--- config.mk ---
export PLATFORM = sky130hd
export DESIGN_NAME = mips32_prog_loader
export DESIGN_NICKNAME = d
export VERILOG_FILES = /design/src/rtl/mips32_pkg.sv /design/src/rtl/mips32_xor_acc.sv /design/src/rtl/mips32_prog_loader.sv
export SDC_FILE = /design/constraint.sdc
export NUM_CORES = 1
export LEC_CHECK = 0
export BUFFER_PORTS_ARGS = -buffer_cell sky130_fd_sc_hd__buf_2
export CORE_ASPECT_RATIO = 0.8
export CORE_MARGIN = 2
export CORE_UTILIZATION = 35
export DETAILED_ROUTE_END_ITERATION = 10
export GPL_TIMING_DRIVEN = 0
export SLEW_MARGIN = 5
export SYNTH_ARGS = -nofsm -noshare
export SYNTH_HDL_FRONTEND = slang
export SYNTH_SLANG_ARGS = --single-unit
--- constraint.sdc ---
create_clock -name i_clk1 -period 3.35 [get_ports i_clk1]
set_input_delay 0.5025 -clock i_clk1 [delete_from_list [all_inputs] [get_ports i_clk1]]
set_output_delay 0.5025 -clock i_clk1 [all_outputs]
set_load 0.01 [all_outputs]
--- src/rtl/mips32_pkg.sv ---
// mips32_pkg: opcodes, loader states and error codes shared by the core, the loader and the benches
package mips32_pkg;
  localparam logic [5:0] OP_ADD  = 6'b000000;
  localparam logic [5:0] OP_ADDI = 6'b001000;
  localparam logic [5:0] OP_LW   = 6'b100011;
  localparam logic [5:0] OP_SW   = 6'b101011;
  localparam logic [5:0] OP_HLT  = 6'b111111;
  typedef enum logic [2:0] {ST_IDLE, ST_LOAD, ST_VERIFY, ST_RUN, ST_DONE} ld_state_t;
  typedef enum logic [1:0] {ERR_NONE, ERR_OVF, ERR_VERIFY, ERR_TMO} ld_err_t;
endpackage

--- src/rtl/mips32_xor_acc.sv ---
// mips32_xor_acc: running XOR of accepted words with synchronous clear
module mips32_xor_acc #(
  parameter int DATA_W = 32
)(
  input  logic              i_clk,
  input  logic              i_rst,
  input  logic              i_clr,
  input  logic              i_en,
  input  logic [DATA_W-1:0] i_data,
  output logic [DATA_W-1:0] o_acc
);
  logic [DATA_W-1:0] r_acc;
  always_ff @(posedge i_clk)
    if (i_rst || i_clr) r_acc <= '0;
    else if (i_en) r_acc <= r_acc ^ i_data;
  assign o_acc = r_acc;
endmodule

--- src/rtl/mips32_prog_loader.sv ---
// mips32_prog_loader: streams a program image into memory, XOR-verifies it by readback, then runs the core to HLT
module mips32_prog_loader
  import mips32_pkg::*;
#(
  parameter int ADDR_W    = 10,
  parameter int DATA_W    = 32,
  parameter int BASE_ADDR = 0,
  parameter int RUN_TMO   = 4096
)(
  input  logic              i_clk1,
  input  logic              i_rst,
  input  logic              i_start,
  input  logic              i_s_valid,
  output logic              o_s_ready,
  input  logic [DATA_W-1:0] i_s_data,
  input  logic              i_s_last,
  output logic              o_mem_we,
  output logic [ADDR_W-1:0] o_mem_addr,
  output logic [DATA_W-1:0] o_mem_wdata,
  input  logic [DATA_W-1:0] i_mem_rdata,
  output logic              o_cpu_run,
  input  logic              i_cpu_halted,
  output logic [ADDR_W:0]   o_word_count,
  output logic              o_done,
  output logic [1:0]        o_error
);
  localparam logic [ADDR_W:0]   W_CAP  = {1'b1, {ADDR_W{1'b0}}};
  localparam logic [ADDR_W-1:0] W_BASE = ADDR_W'(BASE_ADDR);
  localparam logic [ADDR_W-1:0] W_ONE  = ADDR_W'(1);
  localparam logic [ADDR_W:0]   W_ONE1 = (ADDR_W+1)'(1);
  ld_state_t         r_state, w_next;
  ld_err_t           r_error;
  logic              r_mem_we, r_cpu_run, r_done, r_v1, r_v2;
  logic [ADDR_W-1:0] r_mem_addr, r_wr_ptr;
  logic [DATA_W-1:0] r_mem_wdata, w_wr_xor, w_rd_xor;
  logic [ADDR_W:0]   r_word_count, r_rd_ptr, r_rd_cnt;
  logic [31:0]       r_run_cnt;
  logic w_start, w_accept, w_ovf, w_rd_issue, w_rd_cap, w_vfy_end, w_vfy_ok, w_halt, w_tmo;
  assign w_start    = i_start && (r_state == ST_IDLE || r_state == ST_DONE);
  assign o_s_ready  = r_state == ST_LOAD && r_word_count != W_CAP;
  assign w_accept   = i_s_valid && o_s_ready;
  assign w_ovf      = r_state == ST_LOAD && i_s_valid && r_word_count == W_CAP;
  assign w_rd_issue = r_state == ST_VERIFY && r_rd_ptr != r_word_count;
  assign w_rd_cap   = r_state == ST_VERIFY && r_v2;
  // the read pipeline must drain before the checksums are final
  assign w_vfy_end  = r_state == ST_VERIFY && r_rd_ptr == r_word_count && !r_v1 && !r_v2;
  assign w_vfy_ok   = w_rd_xor == w_wr_xor && r_rd_cnt == r_word_count;
  assign w_halt     = r_state == ST_RUN && i_cpu_halted;
  assign w_tmo      = r_state == ST_RUN && RUN_TMO != 0 && r_run_cnt + 32'd1 == 32'(RUN_TMO);
  mips32_xor_acc #(.DATA_W(DATA_W)) u_wr_acc (
    .i_clk(i_clk1), .i_rst(i_rst), .i_clr(w_start), .i_en(w_accept),
    .i_data(i_s_data), .o_acc(w_wr_xor)
  );
  mips32_xor_acc #(.DATA_W(DATA_W)) u_rd_acc (
    .i_clk(i_clk1), .i_rst(i_rst), .i_clr(w_start), .i_en(w_rd_cap),
    .i_data(i_mem_rdata), .o_acc(w_rd_xor)
  );
  always_ff @(posedge i_clk1)
    if (i_rst) r_state <= ST_IDLE;
    else r_state <= w_next;
  always_comb begin
    w_next = r_state;
    case (r_state)
      ST_IDLE, ST_DONE: w_next = i_start ? ST_LOAD : r_state;
      ST_LOAD:          w_next = w_ovf ? ST_DONE : (w_accept && i_s_last) ? ST_VERIFY : ST_LOAD;
      ST_VERIFY:        w_next = !w_vfy_end ? ST_VERIFY : w_vfy_ok ? ST_RUN : ST_DONE;
      ST_RUN:           w_next = (w_halt || w_tmo) ? ST_DONE : ST_RUN;
      default:          w_next = ST_IDLE;
    endcase
  end
  always_ff @(posedge i_clk1)
    if (i_rst) begin
      r_mem_we     <= 1'b0;
      r_mem_addr   <= '0;
      r_mem_wdata  <= '0;
      r_cpu_run    <= 1'b0;
      r_word_count <= '0;
      r_done       <= 1'b0;
      r_error      <= ERR_NONE;
      r_wr_ptr     <= '0;
      r_rd_ptr     <= '0;
      r_rd_cnt     <= '0;
      r_v1         <= 1'b0;
      r_v2         <= 1'b0;
      r_run_cnt    <= '0;
    end else begin
      r_mem_we  <= w_accept;
      r_v1      <= w_rd_issue;
      r_v2      <= r_v1;
      r_run_cnt <= r_state == ST_RUN ? r_run_cnt + 32'd1 : '0;
      if (w_accept) begin
        r_mem_addr   <= W_BASE + r_wr_ptr;
        r_mem_wdata  <= i_s_data;
        r_wr_ptr     <= r_wr_ptr + W_ONE;
        r_word_count <= r_word_count + W_ONE1;
      end else if (w_rd_issue) begin
        r_mem_addr <= W_BASE + r_rd_ptr[ADDR_W-1:0];
        r_rd_ptr   <= r_rd_ptr + W_ONE1;
      end
      if (w_rd_cap) r_rd_cnt <= r_rd_cnt + W_ONE1;
      if (w_start) begin
        r_word_count <= '0;
        r_done       <= 1'b0;
        r_error      <= ERR_NONE;
        r_wr_ptr     <= '0;
        r_rd_ptr     <= '0;
        r_rd_cnt     <= '0;
      end
      if (w_ovf) r_error <= ERR_OVF;
      if (w_vfy_end) begin
        r_cpu_run <= w_vfy_ok;
        if (!w_vfy_ok) r_error <= ERR_VERIFY;
      end
      if (w_halt) begin
        r_cpu_run <= 1'b0;
        r_done    <= 1'b1;
      end else if (w_tmo) begin
        r_cpu_run <= 1'b0;
        r_error   <= ERR_TMO;
      end
    end
  assign o_mem_we     = r_mem_we;
  assign o_mem_addr   = r_mem_addr;
  assign o_mem_wdata  = r_mem_wdata;
  assign o_cpu_run    = r_cpu_run;
  assign o_word_count = r_word_count;
  assign o_done       = r_done;
  assign o_error      = r_error;
endmodule

==> results by group <==
Setup path
  – Worst path slowest cell: clkbuf_1
  – WS Path Type: flip-flop to flip-flop
  – Reg2Reg Depth: 10
  – Crit path cell chain: clkbuf_1, inv_1, ha_1, and4b_1, nor2b_1, clkbuf_1, clkbuf_1, nand2_1, xor2_1, nor2_1
  – Data required, critical path: 3660 ps
  – Worst setup EP type: flip-flop
  – Crit start category: flip-flop
  – Worst Path Max Fanout: 10
  – Max stage delay on crit path: 610 ps
  – Arrival @ worst endpoint: 3300 ps
  – R2R Setup Slk: 360 ps
  – Most used cell, CP: clkbuf_1

Global routing
  – Number of antenna violations at the first check in global routing: 3
  – GR Util met1: 25.7%
  – Vias in the first global route: 6,404
  – Global routing's busiest layer: met1
  – GRT overflow: 0
  – GR Util All Layers: about 18%
  – Met3 GRT Util: 5.11%
  – Largest net degree at the start of global routing: 19
  – M2 GR Usage: 25.1%
  – Global-route wire length before repair: 34,500 microns

STA
  – Fin Hold WS: between 300 and 400 ps
  – Worst-margin pin slew: around 720 ps
  – Final Max Slew Viols: 0
  – # setup viols final: 0
  – Final setup TNS: 0 ps
  – Tcrit/Tclk final: around nine tenths
  – Max Clock Skew: 17.8 ps
  – Worst rel slew slack: 52.0%
  – Post-layout min period: 2990 ps
  – Unrepaired setup endpoints after global routing: false
  – Max Clock Freq: 335 MHz
  – Final hold vios: 0

Place
  – Count of input and output buffers: 127
  – DP HPWL: 16,900 microns
  – Final Wtd Congestion: 0.839

Detailed routing
  – WL/cell: around 15 microns
  – Post-route ant nets: 0
  – Average via count per standard cell: 4.80
  – # DRC: 0
  – Drt pass-1 iters: 4
  – Drt total wl: 22,200 microns
  – Routed vias: 6,994
  – DR iter-0 viols: 403

Logic synthesis
  – Async set-reset flop share out of synthesis: 0%
  – Unique masters post-synth: 59
  – Prevailing post-synth register cell: dfxtp_1
  – Post-synth EDFFs: 0
  – Synth Instances: 986
  – Synth Register Bits: 191
  – Post-Syn Nets: 1,062
  – Mapped Area: ~8500 sq um
  – Post-synthesis sequential area ratio: 45.1%
  – Syn. warnings: 0
  – Synth Area per Inst: 8.60 sq um

Finish
  – Share of layout cells above drive strength 1: ~16%
  – Area grow syn2layout: 19.4%
  – # nets final: 1,208

Pwr
  – Leakage: ~4.2 nW
  – Design Power: 4.80 mW
  – Worst VDD drop: approximately 0.00037 V
  – Power Density: approximately 470 nW/um^2

Clock network
  – Clk Tree Root Cell: clkbuf_16
  – Clock latency on the worst-skew pair: 440 ps
  – Num CTS Buffers: 17
  – # clock sinks: 191
  – H-tree depth: 4
  – CTS tree: built
  – Hold_buf cts: 0
  – Worst-path clk slew: ~70 ps
  – Max Buffers Root-to-Sink: 2

Status
  – Outcome: completed

Flow run
  – Max-cap violations: 0

Min path
  – Worst Hold Path Cells: 3
  – Worst hold path type: input port to flip-flop

Die
  – Row count: 50
  – Starting density of the core: 35.9%
  – Ports: ~130
  – Die area: 25,500 sq um
  – CORE AREA: 23,600 sq um
  – Die X: 178 microns
  – Die Y: 143 microns
[final cells by class]
class	instances	area [sq um]
fillers	2378	13500
multi-input cells	730	4390
flip-flops and latches	191	3820
repair buffers	127	636
clock buffers	18	439
well taps	312	390
plain buffers	53	230
clock inverters	14	168
inverters	12	45.0
diodes	1	2.50
[registers in the layout, indices dropped and copies added (netlist names)]
signal	flops
r_rd_cnt	11
r_rd_ptr	11
r_v2	1
u_rd_acc.o_acc	32
o_word_count	11
o_mem_addr	10
o_mem_we	1
o_done	1
r_wr_ptr	10
o_error	2
r_run_cnt	32
u_wr_acc.o_acc	32
o_mem_wdata	32
o_cpu_run	1
r_state	3
r_v1	1
[per-layer routing]
| metal | vias to the layer above | routed length (microns) |
|---|---|---|
| li1 | 3568 | - |
| met1 | 3253 | 11500 |
| met2 | 151 | 9090 |
| met3 | 18 | 1420 |
| met4 | 4 | 221 |
| met5 | - | 31 |
[metrics by stage]
step	worst slack, ps	util (%)	cells	cell area (sq um)
CTS	162	42.9	1457	10100
finish	364	42.9	1458	10100
floorplan	707	-	986	8480
global placement	176	40.3	1425	9500
global route	140	42.9	1457	10100
detailed placement	210	40.3	1425	9500
[cells in the mapped netlist, types with 2 or more instances]
library cell  number  area [sq um]
a21oi_1           53           265
a22oi_1           10          75.1
a31oi_1            2          12.5
and2_1             4          25.0
and3_1            20           125
and4_1             6          52.6
buf_1              5          18.8
buf_2              2          10.0
buf_6              2          22.5
clkbuf_1          42           158
dfxtp_1          191          3820
ha_1               6          75.1
inv_1             12          45.0
mux2i_1            5          50.1
nand2_1          145           544
nand2b_1           2          12.5
nand3_1           22           110
nand4_1           21           131
nor2_1           150           563
nor2b_1            8          50.1
nor3_1            12          60.1
nor3_2             2          20.0
nor4_1            22           138
nor4b_1            3          26.3
o21ai_0           14          70.1
o21ba_2            3          30.0
o2bb2ai_1          3          26.3
o31a_1             2          17.5
or3_1              5          31.3
xnor2_1           31           272
xor2_1           153          1340
[cells in the final DEF, fill, tap and decap left out, types with 10 or more instances in the layout]
| cell | synthesis | routed |
|---|---|---|
| clkbuf_1 | 42 | 42 |
| buf_2 | 2 | 129 |
| nand4_1 | 21 | 21 |
| xnor2_1 | 31 | 31 |
| nand2_1 | 145 | 145 |
| nor3_1 | 12 | 12 |
| xor2_1 | 153 | 153 |
| nor2_1 | 150 | 150 |
| nand3_1 | 22 | 22 |
| clkbuf_16 | 0 | 17 |
| dfxtp_1 | 191 | 191 |
| a21oi_1 | 53 | 53 |
| o21ai_0 | 14 | 14 |
| and3_1 | 20 | 20 |
| inv_1 | 12 | 12 |
| a22oi_1 | 10 | 10 |
| nor4_1 | 22 | 21 |
[power breakdown]
part / internal, mW / leakage (nW) / total [mW] / switching, mW
sequential: 2.31 / 1.54 / 2.34 / 0.0274
combinational: 0.112 / 2.37 / 0.326 / 0.214
clock: 1.15 / 0.302 / 2.13 / 0.984
[worst max-delay path, delay by kind of cell, from the launching register on]
kind                       cells  cell delay, ps
adders and majority gates      1             200
xor gates and xnor gates       1             180
DFF                            1             360
buffers and inverters          4            1450
and+or+nand+nor                4             660
[cell families after synthesis]
| logic type | after synthesis | share of synthesized area, % |
|---|---|---|
| multiplexers | 5 | 0.590 |
| flip-flops | 191 | 45.1 |
| adder cells (fa/ha/maj) | 6 | 0.885 |
| AO/OA/AOI/OAI | 99 | 7.16 |
| AND/OR/NAND/NOR | 436 | 24.0 |
| buffers and inverters | 65 | 3.25 |
| XOR/XNOR | 184 | 19.0 |
[final timing paths]
path,startpoint,endpoint
worst min-delay path,i_s_data[18],o_mem_wdata[18]
worst max register to register,o_word_count[0],u_wr_acc.o_acc[30]
worst max-delay path,o_word_count[0],u_wr_acc.o_acc[30]
worst min register to register,o_mem_wdata[29],o_mem_wdata[29]
[timing repair]
item / 4_1_cts / 5_1_grt
buffers inserted: 0 / 0
gates resized for setup: 0 / 1
endpoints found under the setup margin: 0 / 4
(Power assumes the default switching activity.)
